### src/rtl/hilo_muldiv_seq_if.sv
// Bundle between the EXE stage and the HI/LO multiply/divide sequencer.
// Requests (i_start, i_mthi, i_mtlo) are taken on a rising edge only while o_busy is low and
// i_flush is low; o_busy acts as not-ready. o_hi_ena/o_lo_ena/o_done are one-cycle valid strobes
// with no back-pressure, and their data is meaningful only while the matching enable is high.
interface hilo_muldiv_seq_if;
  logic        i_start;
  logic [3:0]  i_func;
  logic [31:0] i_a;
  logic [31:0] i_b;
  logic        i_mthi;
  logic        i_mtlo;
  logic [31:0] i_mt_data;
  logic        i_flush;
  logic        o_busy;
  logic        o_hi_ena;
  logic [31:0] o_hi_idata;
  logic        o_lo_ena;
  logic [31:0] o_lo_idata;
  logic        o_done;
  logic [1:0]  o_state;

  modport master (
    output i_start, i_func, i_a, i_b, i_mthi, i_mtlo, i_mt_data, i_flush,
    input  o_busy, o_hi_ena, o_hi_idata, o_lo_ena, o_lo_idata, o_done, o_state
  );

  modport slave (
    input  i_start, i_func, i_a, i_b, i_mthi, i_mtlo, i_mt_data, i_flush,
    output o_busy, o_hi_ena, o_hi_idata, o_lo_ena, o_lo_idata, o_done, o_state
  );
endinterface

### src/rtl/hilo_muldiv_seq.sv
// Iterative MULT/MULTU/DIV/DIVU sequencer and sole writer of HI/LO (also carries MTHI/MTLO).
// Operands are reduced to magnitudes, iterated 32 cycles, sign-corrected in FIXUP, written in WRITE.
module hilo_muldiv_seq #(
  parameter int ITER = 32
) (
  input logic               clk,
  input logic               rst,
  hilo_muldiv_seq_if.slave  bus
);

  typedef enum logic [1:0] {S_IDLE, S_CALC, S_FIXUP, S_WRITE} state_t;

  localparam logic [5:0] LAST_ITER = 6'(ITER - 1);

  state_t      state_q, state_d;
  logic [5:0]  cnt_q;
  logic [63:0] acc_q;
  logic [31:0] opnd_q;
  logic        is_div_q, neg_q_q, neg_r_q, div_zero_q;
  logic        hi_ena_q, lo_ena_q, done_q;
  logic [31:0] hi_data_q, lo_data_q;

  logic        func_valid, func_signed, func_div, start_ok;
  logic [31:0] abs_a, abs_b;
  logic [32:0] mul_sum, rem_sh;
  logic [33:0] div_diff;
  logic [63:0] step_acc, prod;
  logic [31:0] res_hi, res_lo;

  assign func_valid  = (bus.i_func >= 4'd1) && (bus.i_func <= 4'd4);
  assign func_signed = (bus.i_func == 4'd1) || (bus.i_func == 4'd3);
  assign func_div    = (bus.i_func == 4'd3) || (bus.i_func == 4'd4);
  assign start_ok    = (state_q == S_IDLE) && bus.i_start && func_valid && !bus.i_flush;
  assign abs_a       = (func_signed && bus.i_a[31]) ? -bus.i_a : bus.i_a;
  assign abs_b       = (func_signed && bus.i_b[31]) ? -bus.i_b : bus.i_b;

  always_ff @(posedge clk or posedge rst) begin
    if (rst) state_q <= S_IDLE;
    else     state_q <= state_d;
  end

  always_comb begin
    state_d = state_q;
    if (bus.i_flush) begin
      state_d = S_IDLE;
    end else begin
      case (state_q)
        S_IDLE:  if (start_ok) state_d = S_CALC;
        S_CALC:  if (cnt_q == LAST_ITER) state_d = S_FIXUP;
        S_FIXUP: state_d = S_WRITE;
        S_WRITE: state_d = S_IDLE;
        default: state_d = S_IDLE;
      endcase
    end
  end

  // Multiply: shift-add with the multiplier in the low half. Divide: restoring, with the
  // dividend shifting out of the low half; the shifted remainder needs 33 bits before the compare.
  always_comb begin
    mul_sum  = {1'b0, acc_q[63:32]} + (acc_q[0] ? {1'b0, opnd_q} : 33'd0);
    rem_sh   = {acc_q[63:32], acc_q[31]};
    div_diff = {1'b0, rem_sh} - {2'b00, opnd_q};
    if (!is_div_q)        step_acc = {mul_sum, acc_q[31:1]};
    else if (div_diff[33]) step_acc = {rem_sh[31:0], acc_q[30:0], 1'b0};
    else                  step_acc = {div_diff[31:0], acc_q[30:0], 1'b1};
  end

  // Divide by zero leaves remainder = |a| and quotient all ones; negating the remainder by a's
  // sign restores the original a, so only LO needs forcing.
  always_comb begin
    prod   = neg_q_q ? -acc_q : acc_q;
    res_hi = prod[63:32];
    res_lo = prod[31:0];
    if (is_div_q) begin
      res_hi = neg_r_q ? -acc_q[63:32] : acc_q[63:32];
      res_lo = div_zero_q ? 32'hFFFF_FFFF : (neg_q_q ? -acc_q[31:0] : acc_q[31:0]);
    end
  end

  always_ff @(posedge clk or posedge rst) begin
    if (rst) begin
      cnt_q      <= '0;
      acc_q      <= '0;
      opnd_q     <= '0;
      is_div_q   <= 1'b0;
      neg_q_q    <= 1'b0;
      neg_r_q    <= 1'b0;
      div_zero_q <= 1'b0;
      hi_ena_q   <= 1'b0;
      lo_ena_q   <= 1'b0;
      done_q     <= 1'b0;
      hi_data_q  <= '0;
      lo_data_q  <= '0;
    end else begin
      hi_ena_q <= 1'b0;
      lo_ena_q <= 1'b0;
      done_q   <= 1'b0;
      case (state_q)
        S_IDLE: begin
          if (start_ok) begin
            cnt_q      <= '0;
            is_div_q   <= func_div;
            neg_q_q    <= func_signed && (bus.i_a[31] ^ bus.i_b[31]);
            neg_r_q    <= func_signed && bus.i_a[31];
            div_zero_q <= func_div && (bus.i_b == 32'd0);
            acc_q      <= func_div ? {32'd0, abs_a} : {32'd0, abs_b};
            opnd_q     <= func_div ? abs_b : abs_a;
          end else if (!bus.i_flush && !(bus.i_start && func_valid)) begin
            if (bus.i_mthi) begin
              hi_ena_q  <= 1'b1;
              hi_data_q <= bus.i_mt_data;
            end
            if (bus.i_mtlo) begin
              lo_ena_q  <= 1'b1;
              lo_data_q <= bus.i_mt_data;
            end
          end
        end
        S_CALC: begin
          acc_q <= step_acc;
          cnt_q <= cnt_q + 6'd1;
        end
        S_FIXUP: begin
          if (!bus.i_flush) begin
            hi_ena_q  <= 1'b1;
            lo_ena_q  <= 1'b1;
            done_q    <= 1'b1;
            hi_data_q <= res_hi;
            lo_data_q <= res_lo;
          end
        end
        default: ;
      endcase
    end
  end

  assign bus.o_busy     = (state_q != S_IDLE);
  assign bus.o_hi_ena   = hi_ena_q;
  assign bus.o_lo_ena   = lo_ena_q;
  assign bus.o_hi_idata = hi_data_q;
  assign bus.o_lo_idata = lo_data_q;
  assign bus.o_done     = done_q;
  assign bus.o_state    = state_q;

endmodule

### src/flat_wrapper.sv
// flat-port wrapper written by rule: the top's interface ports become plain ports
module hilo_muldiv_seq_flat 
#(
  parameter int ITER = 32
)
  (clk, rst, bus_i_start, bus_i_func, bus_i_a, bus_i_b, bus_i_mthi, bus_i_mtlo, bus_i_mt_data, bus_i_flush, bus_o_busy, bus_o_hi_ena, bus_o_hi_idata, bus_o_lo_ena, bus_o_lo_idata, bus_o_done, bus_o_state);
  hilo_muldiv_seq_if bus_i ();
  input logic clk;
  input logic rst;
  input wire logic [$bits(bus_i.i_start)-1:0] bus_i_start;
  input wire logic [$bits(bus_i.i_func)-1:0] bus_i_func;
  input wire logic [$bits(bus_i.i_a)-1:0] bus_i_a;
  input wire logic [$bits(bus_i.i_b)-1:0] bus_i_b;
  input wire logic [$bits(bus_i.i_mthi)-1:0] bus_i_mthi;
  input wire logic [$bits(bus_i.i_mtlo)-1:0] bus_i_mtlo;
  input wire logic [$bits(bus_i.i_mt_data)-1:0] bus_i_mt_data;
  input wire logic [$bits(bus_i.i_flush)-1:0] bus_i_flush;
  output wire logic [$bits(bus_i.o_busy)-1:0] bus_o_busy;
  output wire logic [$bits(bus_i.o_hi_ena)-1:0] bus_o_hi_ena;
  output wire logic [$bits(bus_i.o_hi_idata)-1:0] bus_o_hi_idata;
  output wire logic [$bits(bus_i.o_lo_ena)-1:0] bus_o_lo_ena;
  output wire logic [$bits(bus_i.o_lo_idata)-1:0] bus_o_lo_idata;
  output wire logic [$bits(bus_i.o_done)-1:0] bus_o_done;
  output wire logic [$bits(bus_i.o_state)-1:0] bus_o_state;
  assign bus_i.i_start = bus_i_start;
  assign bus_i.i_func = bus_i_func;
  assign bus_i.i_a = bus_i_a;
  assign bus_i.i_b = bus_i_b;
  assign bus_i.i_mthi = bus_i_mthi;
  assign bus_i.i_mtlo = bus_i_mtlo;
  assign bus_i.i_mt_data = bus_i_mt_data;
  assign bus_i.i_flush = bus_i_flush;
  assign bus_o_busy = bus_i.o_busy;
  assign bus_o_hi_ena = bus_i.o_hi_ena;
  assign bus_o_hi_idata = bus_i.o_hi_idata;
  assign bus_o_lo_ena = bus_i.o_lo_ena;
  assign bus_o_lo_idata = bus_i.o_lo_idata;
  assign bus_o_done = bus_i.o_done;
  assign bus_o_state = bus_i.o_state;
  hilo_muldiv_seq #(.ITER(ITER)) u_core (.clk(clk), .rst(rst), .bus(bus_i));
endmodule
### config.mk
export PLATFORM = sky130hd
export DESIGN_NAME = hilo_muldiv_seq_flat
export DESIGN_NICKNAME = d
export VERILOG_FILES = /design/src/rtl/hilo_muldiv_seq_if.sv /design/src/rtl/hilo_muldiv_seq.sv /design/src/flat_wrapper.sv
export SDC_FILE = /design/constraint.sdc
export NUM_CORES = 1
export LEC_CHECK = 0
export CAP_MARGIN = 20
export CORE_MARGIN = 8
export CORE_UTILIZATION = 63
export DETAILED_ROUTE_END_ITERATION = 16
export GPL_TIMING_DRIVEN = 0
export PLACE_DENSITY = 0.85
export SLEW_MARGIN = 25
export SYNTH_ARGS = -nofsm -noshare
export SYNTH_HDL_FRONTEND = slang
export SYNTH_SLANG_ARGS = --single-unit
### constraint.sdc
create_clock -name clk -period 10.8 [get_ports clk]
set_input_delay 1.08 -clock clk [delete_from_list [all_inputs] [get_ports clk]]
set_output_delay 1.08 -clock clk [all_outputs]
set_load 0.01 [all_outputs]
# Word level (Yosys, flattened, before mapping)
# Index checks and enable logic that the tools add are counted.
totals:
  output_inout_bits: 70
  in_bits: 106
  register_bits: 175
  wordCells: 104
classes:
  mux: 41
  bitwise_logic: 1
  order_cmp: 2
  n_reduce_logical: 24
  n_eq_ne: 15
  n_addsub: 8
ops:
  columns: ["op", "n"]
  rows:
  - ["$mux W32", 18]
  - ["$mux W64", 4]
  - ["$neg A32 Y32", 4]
  - ["$pmux W32 S2", 2]
  - ["$pmux W64 S2", 1]
  - ["$neg A64 Y64", 1]
  - ["$sub A33 B32 Y34", 1]
  - ["$add A32 B33 Y33", 1]
  - ["$logic_not A32 Y1", 1]
  - ["$pmux W6 S2", 1]
  - ["$logic_and A1 B1 Y1", 10]
  - ["$ne A2 B2 Y1 const B", 5]
  - ["$reduce_and A5 Y1", 2]
  - ["$mux W1", 8]
  - ["$pmux W2 S4", 1]
  - ["$add A6 B1 Y6 const B", 1]
  - ["$eq A6 B5 Y1 const B", 1]
  - ["$mux W2", 3]
  - ["$mux W6", 1]
  - ["$ne A3 B2 Y1 const B", 2]
  - ["$reduce_and A2 Y1", 3]
  - ["$reduce_bool A2 Y1", 3]
  - ["$eq A2 B2 Y1 const B", 2]
  - ["$eq A4 B1 Y1 const B", 1]
  - ["other kinds (11)", 14]

# Longest topological paths before layout
# Gate-level depths: netlist (run 1).
depth:
  depth_word: 8
  mapped_depth: 15
  mapped_depth_nobuf: 13

# Worst setup path after synthesis (run 1)
# No wires, ideal clock.
synth_timing:
  path_kind: "input-to-reg"
  start: "input bus_i_a[4]"
  end: "register u_core.opnd_q[30]"
  setup_ps: 133
  slack_ps: 7188
  t_required_ps: 10667
  stages: 8
  arrival_ps: 3479
  n_path_buf: 0
  cell_sequence: "or4_4 or4_4 or4_4 o41ai_4 nand2_1 xor2_1 a211oi_1 a21oi_1"
synth_via:
  elab_chain_cells: 3
synth_rtl:
  columns: ["item", "line_no", "source"]
  rows:
  - ["start, declared", "flat_wrapper.sv:12", "input wire logic [$bits(bus_i.i_a)-1:0] bus_i_a;"]
  - ["$neg A32 Y32", "hilo_muldiv_seq.sv:34", "assign abs_a = (func_signed && bus.i_a[31]) ? -bus.i_a : bus.i_a;"]
  - ["$mux W32", "hilo_muldiv_seq.sv:34", null]
  - ["$mux W32", "hilo_muldiv_seq.sv:107", "opnd_q <= func_div ? abs_b : abs_a;"]
  - ["end signal, assigned", "hilo_muldiv_seq.sv:107", null]
  - ["end, declared", "hilo_muldiv_seq.sv:18", "logic [31:0] opnd_q;"]
# Every way passes these cells.
# A chain may end at the register's enable or synchronous reset.

# Worst setup path in the final report (run 1)
layout_timing:
  start: "input bus_i_func[0]"
  end: "register u_core.acc_q[44]"
layout_via:
  elab_chain_cells: 6
layout_rtl:
  columns: ["item", "line_no", "source"]
  rows:
  - ["start, declared", "flat_wrapper.sv:11", "input wire logic [$bits(bus_i.i_func)-1:0] bus_i_func;"]
  - ["$ge A4 B1 Y1 / $le A4 B3 Y1 (equally long branches)", "hilo_muldiv_seq.sv:30", "assign func_valid = (bus.i_func >= 4'd1) && (bus.i_func <= 4'd4);"]
  - ["$logic_and A1 B1 Y1 (*)", "hilo_muldiv_seq.sv:30", null]
  - ["$logic_and A1 B1 Y1 (*) (2 in a row)", "hilo_muldiv_seq.sv:33", "assign start_ok = (state_q == S_IDLE) && bus.i_start && func_valid && !bus.i_flush;"]
  - ["$ne A2 B1 Y1 (no source line) (*)", null, null]
  - ["$reduce_and A2 Y1 (no source line) (*)", null, null]
  - ["end signal, assigned", "hilo_muldiv_seq.sv:106", "acc_q <= func_div ? {32'd0, abs_a} : {32'd0, abs_b};"]
  - ["end signal, assigned", "hilo_muldiv_seq.sv:120", "acc_q <= step_acc;"]
  - ["end, declared", "hilo_muldiv_seq.sv:17", "logic [63:0] acc_q;"]
# Every way passes the cells marked *; elsewhere a longest branch is shown, timed or not.

==> results of run 1 <==
how the worst max path moves through the flow:
stage | from | to | slack [ns] | depth (start not counted)
after floorplan | rst | u_core.acc_q[0]$_DFFE_PP0P_ | 4.97 | 1
final | bus_i_func[0] | u_core.acc_q[44]$_DFFE_PP0P_ | 6.13 | 10
after detailed placement | bus_i_func[0] | u_core.acc_q[44]$_DFFE_PP0P_ | 5.95 | 10
after global placement | rst | u_core.acc_q[55]$_DFFE_PP0P_ | 2.82 | 2
after global routing | bus_i_func[0] | u_core.acc_q[44]$_DFFE_PP0P_ | 6.03 | 10
after CTS | bus_i_func[0] | u_core.acc_q[44]$_DFFE_PP0P_ | 6.41 | 10
state kept, by name, indices dropped and copies added, names as in the netlist:
| name | count |
|---|---|
| u_core.bus.o_lo_idata | 32 |
| u_core.cnt_q | 6 |
| u_core.bus.o_state | 2 |
| u_core.div_zero_q | 1 |
| u_core.is_div_q | 1 |
| u_core.opnd_q | 32 |
| u_core.acc_q | 64 |
| u_core.neg_r_q | 1 |
| u_core.bus.o_lo_ena | 1 |
| u_core.bus.o_hi_ena | 1 |
| u_core.neg_q_q | 1 |
| u_core.bus.o_hi_idata | 32 |
| u_core.bus.o_done | 1 |
layout make-up:
type / instances / area, um^2 / share of cell area, %
multi-input combinational: 1566 / 10000 / 55.9
timing repair buffer: 175 / 1770 / 9.89
sequential: 175 / 4380 / 24.5
clock buffer: 17 / 425 / 2.38
inverter: 67 / 259 / 1.45
clock inverter: 15 / 214 / 1.20
buffer: 116 / 445 / 2.49
tap: 319 / 399 / 2.23
metal layers:
metal	global-route usage, %	wire, um
met2	60.3	25000
met1	49.2	21400
met4	26.0	4030
met5	0	0
met3	8.16	7430
cells in the mapped netlist (17+ instances only):
library cell  number  area (um^2)
a211oi_1          40          300
a21o_1            47          353
o31ai_1           27          203
a31oi_1           19          119
nand3_1           32          160
mux2i_1           42          420
nand2_1          209          785
nor3_1            34          170
nand2b_1          17          106
inv_1             65          244
xnor2_1           95          832
o21ai_1           28          140
mux2_2            21          236
dfrtp_1          175         4380
clkbuf_1         105          394
or3_1             19          119
xor2_1            73          639
o21ai_0          158          791
o22ai_1           29          181
ha_1              73          913
a21oi_1          188          941
nor2_1           189          709
placed cells by master (no fill, tap or decap), types with 40 or more instances in the layout:
cell type / synthesis / final
a211oi_1: 40 / 40
a21o_1: 47 / 47
a21oi_1: 188 / 188
clkbuf_1: 105 / 105
clkdlybuf4s50_1: 0 / 174
dfrtp_1: 175 / 175
ha_1: 73 / 73
inv_1: 65 / 64
mux2i_1: 42 / 42
nand2_1: 209 / 209
nor2_1: 189 / 189
o21ai_0: 158 / 158
xnor2_1: 95 / 95
xor2_1: 73 / 73
worst max-delay path: cells and delay by family:
kind                   cells  cell delay (ns)
AO/OA/AOI/OAI              4             1.08
buffers and inverters      3             1.57
AND/OR/NAND/NOR            3             1.28
logic make-up after synthesis:
kind of cell,after synthesis,share of synthesized area [%]
flip-flops,175,29.0
XOR/XNOR,168,9.76
adder cells (fa/ha/maj),75,6.32
AND/OR/NAND/NOR,595,18.4
buffers and inverters,183,4.62
AO/OA/AOI/OAI,665,27.5
multiplexers,63,4.36
power by group through the flow:
stage / sequential [mW] / combinational, mW / clock [mW]
6_report: 1.31 / 3.34 / 0.672
5_1_grt: 1.33 / 3.62 / 0.691
4_1_cts: 1.28 / 3.26 / 0.663
3_5_place_dp: 1.29 / 3.23 / 0
3_3_place_gp: 1.27 / 3.13 / 0
2_1_floorplan: 1.22 / 2.18 / 0
stage by stage:
| step | setup slack [ns] | instance area [um^2] | power [mW] | std cells | utilization, % |
|---|---|---|---|---|---|
| after floorplan | 4.97 | 15100 | 3.40 | 1924 | - |
| after global placement | 2.82 | 17200 | 4.40 | 2417 | 73.4 |
| after detailed placement | 5.95 | 17300 | 4.52 | 2418 | 73.5 |
| after CTS | 6.41 | 17900 | 5.20 | 2450 | 76.2 |
| after global routing | 6.03 | 17900 | 5.64 | 2450 | 76.2 |
| final | 6.13 | 17900 | 5.32 | 2450 | 76.2 |
==> run metrics, run 1 <==
status finished clean; internal reg-to-reg setup slack around 6.3 ns; post-CTS sizing 0; HP Class reg2reg; Cell Pwr Density 298 nW/um^2; DP HPWL 45.3 mm; Starting DRT DRC Count 2575; global-route wire length before repair approximately 88 mm; CP Data Arrival Time ~5 ns; Clock power frac between 10% and 20%; DR pass1 iterations 7; Reg clk slew, reported paths 0.09 ns; synth warn 0; Mapped Avg Cell Area 7.84 um^2; Seq pwr share 24.6%; Post-synth ARST share between 90% and 100%; total die area between 20000 and 30000 um^2; Comb power frac between 60% and 70%; total core area ~23000 um^2; P_leak 7.38 nW; Max FO, Critical Path 10; GRT overflow 0; Synth Flop Type dfrtp_1; max-cap violations 0; num rows 56; Mapped Area roughly 15000 um^2; Final period util between 40% and 50%; number of buffers created by CTS 17; Seq cells post-synth between 150 and 200; Routed Antenna Nets 0; Root Driver clkbuf_16; CTS tree done; Internal Power approximately 2.6 mW; RSZ-0062 raised after global routing false; slew margin rel. a little under a third; CP Cell Sequence clkdlybuf4s50_1 -> o21ai_0 -> nand4_1 -> clkbuf_1 -> o21ai_1 -> nand2_1 -> nor2_1 -> clkbuf_1 -> a22oi_1 -> o21ai_0; Final Setup Violations 0; Post-Route WL ~58 mm; total negative slack 0 ns; deepest clock path buffer count 2; Worst-Skew Late Latency ~0.47 ns; FILL cells between 1500 and 2000; register area share after synthesis just under 30%; CP Launch Type input pin; Total GRT Usage approximately 40%; fin crit period 4.67 ns; Worst VDD drop ~0.00016 V; wire per inst 23.6 um; DIE WIDTH approximately 170 um; count of different cell masters after synthesis between 70 and 80; Cells after Synth 1924; sw power ~2.7 mW; fin nets about 2300; Hold EP u_core.opnd_q[5]$_DFFE_PP0P_; clock sink total between 150 and 200; Slowest-stage cell, CP nor2_1; Worst R2R End u_core.acc_q[50]$_DFFE_PP0P_; Syn Nets roughly 2100; Crit Reg-Reg Startpoint u_core.acc_q[0]$_DFFE_PP0P_; Cells on Worst Hold Path 2; n_diodes 0; Fin. Hold Viols 0; share of layout cells above drive strength 1 under 10%; H-Tree Depth 4; initial antenna violation count 0; Layout area overhead 18.7%; cts hold-fix bufs 0; reg2reg path depth 14; CP endpoint kind flop; vias per cell between 6 and 7; starting density of the core 64.2%; Crit Path Class in2reg; Remaining DRCs 0; number of global-route vias before repair ~16000; # IOs about 180; Slew Viols, Final 0; Setup Buffers After CTS 0; Max Fclk between 200 and 250 MHz; via count around 17000; Worst Max-Slew Pin Slew approximately 1.0 ns; EDFF count, synth 0; HP Start u_core.opnd_q[5]$_DFFE_PP0P_; WHS 0.489 ns; sw frac between 50% and 60%; IO Port Bufs 174; Die Ht around 170 um; largest net degree at the start of global routing about 100; gpl congestion between 1 and 1.5; critical path's largest stage delay roughly 0.70 ns; CP Data Required Time ~11 ns; clk_skew around 0.022 ns
No activity file was read; power rests on OpenSTA's default activity.
==> run 2: changes to the inputs <==
- CORE_UTILIZATION: 63 -> 52
- PLACE_DENSITY: 0.85 -> 0.75
- clock period: 10.8 -> 4.1 ns (I/O delays scaled with it)
==> run 2 against run 1 <==
- worst setup slack worse by 6.0 ns
- utilization is 13 points lower
- cell area is 0.97% higher
- die area is 19% higher
- combinational power grew to 2.7 times the previous value
- final cell count is 2.8% higher
- sequential share of layout area is 0.24 points lower
- largest cell class unchanged
- largest power group unchanged
==> run metrics, run 2 (same netlist as run 1, synthesis figures left out) <==
status finished clean (unchanged); fin crit period 3.98 ns; IO Port Bufs 174 (unchanged); fin nets 2303 (was 2299); Worst R2R End u_core.acc_q[62]$_DFFE_PP0P_ (was u_core.acc_q[50]$_DFFE_PP0P_); Post-Route WL 60.0 mm (was 57.8 mm); CP endpoint kind flop (unchanged); H-Tree Depth 4 (unchanged); Largest delay share family, worst path compound AO/OA/AOI/OAI gates (was buffers and inverters); Total GRT Usage 34.1% (was 39.2%); Final Setup Violations 0 (unchanged); reg2reg path depth 13 (was 14); HP Class in2reg (was reg2reg); Die Ht 186 um (was 171 um); Layout area overhead 19.8% (was 18.7%); DP HPWL 48.1 mm (was 45.3 mm); most frequent cells in the layout nand2_1 (209), a21oi_1 (188), nor2_1 (186), dfrtp_1 (175), clkdlybuf4s50_1 (174) (was nand2_1 (209), nor2_1 (189), a21oi_1 (188), dfrtp_1 (175), clkdlybuf4s50_1 (174)); Slew Viols, Final 0 (unchanged); dpl ws -0.214 ns (was 5.95 ns); P_leak 7.43 nW (was 7.38 nW); vias per cell 6.44 (was 6.81); Routed Antenna Nets 0 (unchanged); CP Cell Sequence inv_1 -> nor2_1 -> ha_1 -> clkbuf_1 -> a2111oi_0 -> o21a_1 -> o21ai_1 -> o211a_1 -> nor2_1 -> nor4_1 -> or4_1 -> a21oi_1 -> o31ai_1 (was clkdlybuf4s50_1 -> o21ai_0 -> nand4_1 -> clkbuf_1 -> o21ai_1 -> nand2_1 -> nor2_1 -> clkbuf_1 -> a22oi_1 -> o21ai_0); number of buffers created by CTS 17 (unchanged); critical path's largest stage delay 0.61 ns (was 0.70 ns); Fin. Hold Viols 0 (unchanged); GRT overflow 0 (unchanged); total die area 34700 um^2 (was 29100 um^2); num rows 62 (was 56); starting density of the core 52.7% (was 64.2%); deepest clock path buffer count 2 (unchanged); Max FO, Critical Path 13 (was 10); Crit Reg-Reg Startpoint u_core.acc_q[0]$_DFFE_PP0P_ (unchanged); gpl congestion 0.956 (was 1.04); CP Data Required Time 4.42 ns (was 11.16 ns); area occupied by multi-input gates 10000 um^2 (about the same); design area 18100 um^2 (was 17900 um^2); area post-placement 17400 um^2 (was 17300 um^2); Crit Path Class reg2reg (was in2reg); Final Non-Filler Cells 2519 (was 2450); Root Driver clkbuf_16 (unchanged); total core area 28600 um^2 (was 23500 um^2); CP Data Arrival Time 4.30 ns (was 5.03 ns); Reg clk slew, reported paths 0.08 ns (was 0.09 ns); RSZ-0062 raised after global routing true (was false); largest net degree at the start of global routing 32 (was 101); HP Start bus_i_flush (was u_core.opnd_q[5]$_DFFE_PP0P_); # IOs 176 (unchanged); min setup slack post-route 0.122 ns (was 6.13 ns); internal reg-to-reg setup slack 0.12 ns (was 6.26 ns); most frequent cell on the critical path nor2_1; commonest non-fill, non-tap cell in the layout nand2_1 (unchanged); Slowest-stage cell, CP dfrtp_1 (was nor2_1); FILL cells 2586 (was 1757); clk_skew 0.0168 ns (was 0.0223 ns); Cells on Worst Hold Path 2 (unchanged); DR pass1 iterations 6 (was 7); CTS tree done (unchanged); Worst VDD drop 0.000493 V (was 0.000160 V); Bufs and invs on worst path 2 (was 3); initial antenna violation count 0 (unchanged); max-cap violations 0 (unchanged); Max Fclk between 200 and 300 MHz; global-route wire length before repair 90.6 mm (was 88.3 mm); share of layout cells above drive strength 1 4.50% (was 3.85%); slew margin rel. 35.1% (was 30.7%); Hold EP u_core.bus.o_done$_DFF_PP0_ (was u_core.opnd_q[5]$_DFFE_PP0P_); n_diodes 0 (unchanged); Worst-Skew Late Latency 0.46 ns (was 0.47 ns); Final Total Pwr 14.1 mW (was 5.32 mW); CP Launch Type flop (was input pin); Largest register FFs 64 (unchanged); Setup Buffers After CTS 0 (unchanged); Largest Register u_core.acc_q (unchanged); Worst Max-Slew Pin Slew 0.960 ns (was 1.04 ns); Starting DRT DRC Count 1732 (was 2575); DIE WIDTH 186 um (was 171 um); Remaining DRCs 0 (unchanged); via count 16200 (was 16700); Cell Pwr Density 780 nW/um^2 (was 298 nW/um^2); Final period util around 97%; Cells after DPL 2488 (was 2418); Crit path depth 13 (was 10); clock sink total 175 (unchanged); number of global-route vias before repair 15400 (was 15800); wire per inst 23.8 um (was 23.6 um); total area of sequential cells 4380 um^2 (unchanged)
## run 2: changes by cell type in the layout (fill, tap and decap cells not counted), sizes merged
cell	delta
inv	-3
clkbuf	-1
clkinvlp	+1
buf	+5
clkinv	+2
## run 2: final cells by class
class / count / share of cell area [%]
clock inverters: 15 / 1.02
flip-flops and latches: 175 / 24.2
clock buffers: 17 / 2.35
repair buffers: 180 / 10.3
inverters: 67 / 1.41
plain buffers: 115 / 2.53
well taps: 384 / 2.66
multi-input cells: 1566 / 55.4
## run 2: worst max-delay path by stage
stage	slack [ns]	endpoint	startpoint
4_1_cts	0.004	u_core.acc_q[40]$_DFFE_PP0P_	u_core.bus.o_state[1]$_DFFE_PP0P_
6_report	0.12	u_core.acc_q[62]$_DFFE_PP0P_	u_core.acc_q[0]$_DFFE_PP0P_
3_5_place_dp	-0.21	u_core.acc_q[46]$_DFFE_PP0P_	u_core.acc_q[38]$_DFFE_PP0P_
5_1_grt	-0.0004	u_core.acc_q[62]$_DFFE_PP0P_	u_core.acc_q[0]$_DFFE_PP0P_
3_3_place_gp	-0.30	u_core.acc_q[46]$_DFFE_PP0P_	u_core.opnd_q[7]$_DFFE_PP0P_
2_1_floorplan	0.85	u_core.acc_q[50]$_DFFE_PP0P_	u_core.acc_q[0]$_DFFE_PP0P_
## run 2: what timing repair did
item	in CTS	in global routing
gates resized for setup	1	17
endpoints found under the setup margin	10	26
hold buffers	0	0
## run 2: metrics by stage
step | util, % | hold WS [ns] | TNS, ns
2_1_floorplan | - | 0.450 | 0
4_1_cts | 63.0 | 0.313 | 0
5_1_grt | 63.1 | 0.354 | -0.000433
3_5_place_dp | 60.9 | 0.471 | -2.63
6_report | 63.1 | 0.318 | 0
3_3_place_gp | 60.5 | 0.464 | -18.69
## run 2: where the power goes
group | internal [mW] | switching (mW) | total (mW)
combinational | 3.55 | 5.39 | 8.94
clock | 0.834 | 0.885 | 1.72
sequential | 2.48 | 0.957 | 3.44
total | 6.87 | 7.23 | 14.1
## run 2: routing by layer
metal | track usage, % | vias to the layer above | part of all wire (%)
li1 | - | 7391 | -
met1 | 45.1 | 7781 | 42
met2 | 53.5 | 902 | 44
met3 | 6.49 | 142 | 9.8
met4 | 15.6 | 0 | 4.5
met5 | 0 | - | 0
==> run 3: changes to the inputs <==
- CORE_MARGIN: 8 -> default
==> run 3 against run 2 <==
- utilization is 0.91 points higher
- worst setup slack improved by 0.048 ns
- non-clock buffer count up 1
- sequential cell count is the same
- cell area decreased by 0.19%
- fmax grew 1.2%
- global-route usage is 4.5 points higher
- via count fell by 1.0%
- final cell count fell by 0.16%
- sequential share of layout area is 0.054 points higher
- critical path type unchanged
==> run metrics, run 3 (same netlist as run 1, synthesis figures left out) <==
Largest Register u_core.acc_q (unchanged); IO Port Bufs 174 (unchanged); slew margin rel. 27.4% (was 35.1%); global-route wire length before repair 85.8 mm (was 90.6 mm); P_leak 7.40 nW (was 7.43 nW); Layout area overhead 19.6% (was 19.8%); Die Ht 172 um (was 186 um); Reg clk slew, reported paths 0.08 ns (about the same); DIE WIDTH 172 um (was 186 um); sw power 6.99 mW (was 7.23 mW); sw frac 50.6% (was 51.3%); FILL cells 2469 (was 2586); vias per cell 6.38 (was 6.44); Root Driver clkbuf_16 (unchanged); area occupied by multi-input gates 10000 um^2 (about the same); CP Launch Type flop (unchanged); total negative slack 0 ns (unchanged); fin crit period 3.93 ns (was 3.98 ns); commonest non-fill, non-tap cell in the layout nand2_1 (unchanged); Final Setup Violations 0 (unchanged); CP Data Arrival Time 4.29 ns (was 4.30 ns); Fin. Hold Viols 0 (unchanged); Slew Viols, Final 0 (unchanged); number of buffers created by CTS 17 (unchanged); Max Fclk 254 MHz (was 251 MHz); design area 18000 um^2 (was 18100 um^2); wire per inst 22.5 um (was 23.8 um); Total GRT Usage 38.6% (was 34.1%); fin nets 2304 (was 2303); # IOs 176 (unchanged); Largest register FFs 64 (unchanged); status finished clean (unchanged); via count 16000 (was 16200); CP endpoint kind flop (unchanged); Routed Antenna Nets 0 (unchanged); initial antenna violation count 1 (was 0); largest net degree at the start of global routing 30 (was 32); Post-Route WL 56.7 mm (was 60.0 mm); DR pass1 iterations 6 (unchanged); starting density of the core 53.5% (was 52.7%); deepest clock path buffer count 2 (unchanged); Crit Path Class reg2reg (unchanged); Seq pwr share 24.8% (was 24.4%); Remaining DRCs 0 (unchanged); Starting DRT DRC Count 1859 (was 1732); clock sink total 175 (unchanged); H-Tree Depth 4 (unchanged); clk_skew 0.0194 ns (was 0.0168 ns); GRT overflow 0 (unchanged); CP Data Required Time 4.46 ns (was 4.42 ns); Worst-Skew Late Latency 0.46 ns (about the same); internal reg-to-reg setup slack 0.17 ns (was 0.12 ns); Worst Max-Slew Pin Slew 1.08 ns (was 0.960 ns); DP HPWL 45.3 mm (was 48.1 mm); HP Class in2reg (unchanged); total core area 28200 um^2 (was 28600 um^2); most frequent cells in the layout nand2_1 (209), nor2_1 (189), a21oi_1 (187), clkdlybuf4s50_1 (174), dfrtp_1 (174) (was nand2_1 (209), a21oi_1 (188), nor2_1 (186), dfrtp_1 (175), clkdlybuf4s50_1 (174)); area post-placement 17400 um^2 (about the same); Cell Pwr Density 766 nW/um^2 (was 780 nW/um^2); share of layout cells above drive strength 1 4.49% (was 4.50%); Comb power frac 63.4% (about the same); num rows 61 (was 62); Clock power frac 11.8% (was 12.2%); Setup Buffers After CTS 0 (unchanged); max-cap violations 0 (unchanged); Worst VDD drop 0.000528 V (was 0.000493 V); Internal Power 6.83 mW (was 6.87 mW); gpl congestion 1.05 (was 0.956); total area of sequential cells 4380 um^2 (about the same); CTS tree done (unchanged); Final period util 95.9% (was 97.0%); Max FO, Critical Path 10 (was 13); number of global-route vias before repair 14900 (was 15400); total die area 29700 um^2 (was 34700 um^2)
## run 3: cell count changes in the layout (fill, tap and decap cells not counted), sizes merged
cell,before,now
inv,72,70
clkbuf,121,122
clkinvlp,1,2
diode,0,1
clkinv,9,10
## run 3: through the flow
step / std cells / hold slack (ns) / util (%) / power [mW] / setup slack, ns
2_1_floorplan: 1924 / 0.450 / - / 8.96 / 0.849
3_3_place_gp: 2476 / 0.459 / 61.4 / 11.7 / -0.197
3_5_place_dp: 2482 / 0.465 / 61.9 / 11.9 / -0.184
4_1_cts: 2514 / 0.337 / 64.0 / 13.6 / 0.0500
5_1_grt: 2514 / 0.385 / 64.0 / 14.8 / -0.00704
6_report: 2515 / 0.342 / 64.0 / 13.8 / 0.170
## run 3: repair_timing
item	in CTS	in global routing
endpoints found under the setup margin	9	21
resized for setup	4	9
pin swaps	0	1
hold buffers	0	0
## run 3: critical path: stages (launching register included)
cell and delay [ns]:
dfrtp_1 0.40, inv_1 0.10, ha_1 0.28, inv_1 0.19, nor2_1 0.09, nand4_1 0.13, clkbuf_1 0.45, nor2_1 0.15
nor2_1 0.85, nand2_1 0.40, nor2_1 0.46, a222oi_1 0.18, o21ai_0 0.14
## run 3: layout make-up
type | count | area share (%)
Multi-Input combinational cell | 1566 | 55.6
Sequential cell | 175 | 24.3
Timing Repair Buffer | 180 | 10.4
Tap cell | 378 | 2.62
Buffer | 116 | 2.49
Clock buffer | 17 | 2.36
Inverter | 67 | 1.42
Clock inverter | 15 | 0.846
Antenna cell | 1 | 0.0139
## run 3: final timing paths
path                                                      start                              endpoint  depth (start not counted)
max                           u_core.bus.o_state[0]$_DFFE_PP0P_          u_core.acc_q[61]$_DFFE_PP0P_                         12
min                                                 bus_i_flush           u_core.bus.o_done$_DFF_PP0_                          2
max reg2reg                   u_core.bus.o_state[0]$_DFFE_PP0P_          u_core.acc_q[61]$_DFFE_PP0P_                         12
min reg2reg                u_core.bus.o_hi_idata[2]$_DFFE_PP0P_  u_core.bus.o_hi_idata[2]$_DFFE_PP0P_                          1
max in group asynchronous                                   rst          u_core.acc_q[53]$_DFFE_PP0P_                          5
min in group asynchronous                                   rst           u_core.bus.o_done$_DFF_PP0_                          2
## run 3: power by group through the flow
stage	logic (mW)	clock network (mW)	registers (mW)
global placement	8.35	0	3.38
finish	8.76	1.64	3.42
detailed placement	8.52	0	3.40
global route	9.57	1.70	3.49
CTS	8.58	1.64	3.37
floorplan	5.73	0	3.23
## run 3: routing by layer
layer  vias to the layer above  share of wire (%)  GRT usage (%)
met2                       914                 43           59.7
li1                       7395                  -              -
met3                       173                8.8           5.70
met4                         0                5.7           21.2
met1                      7566                 42           51.8
met5                         -                  0              0
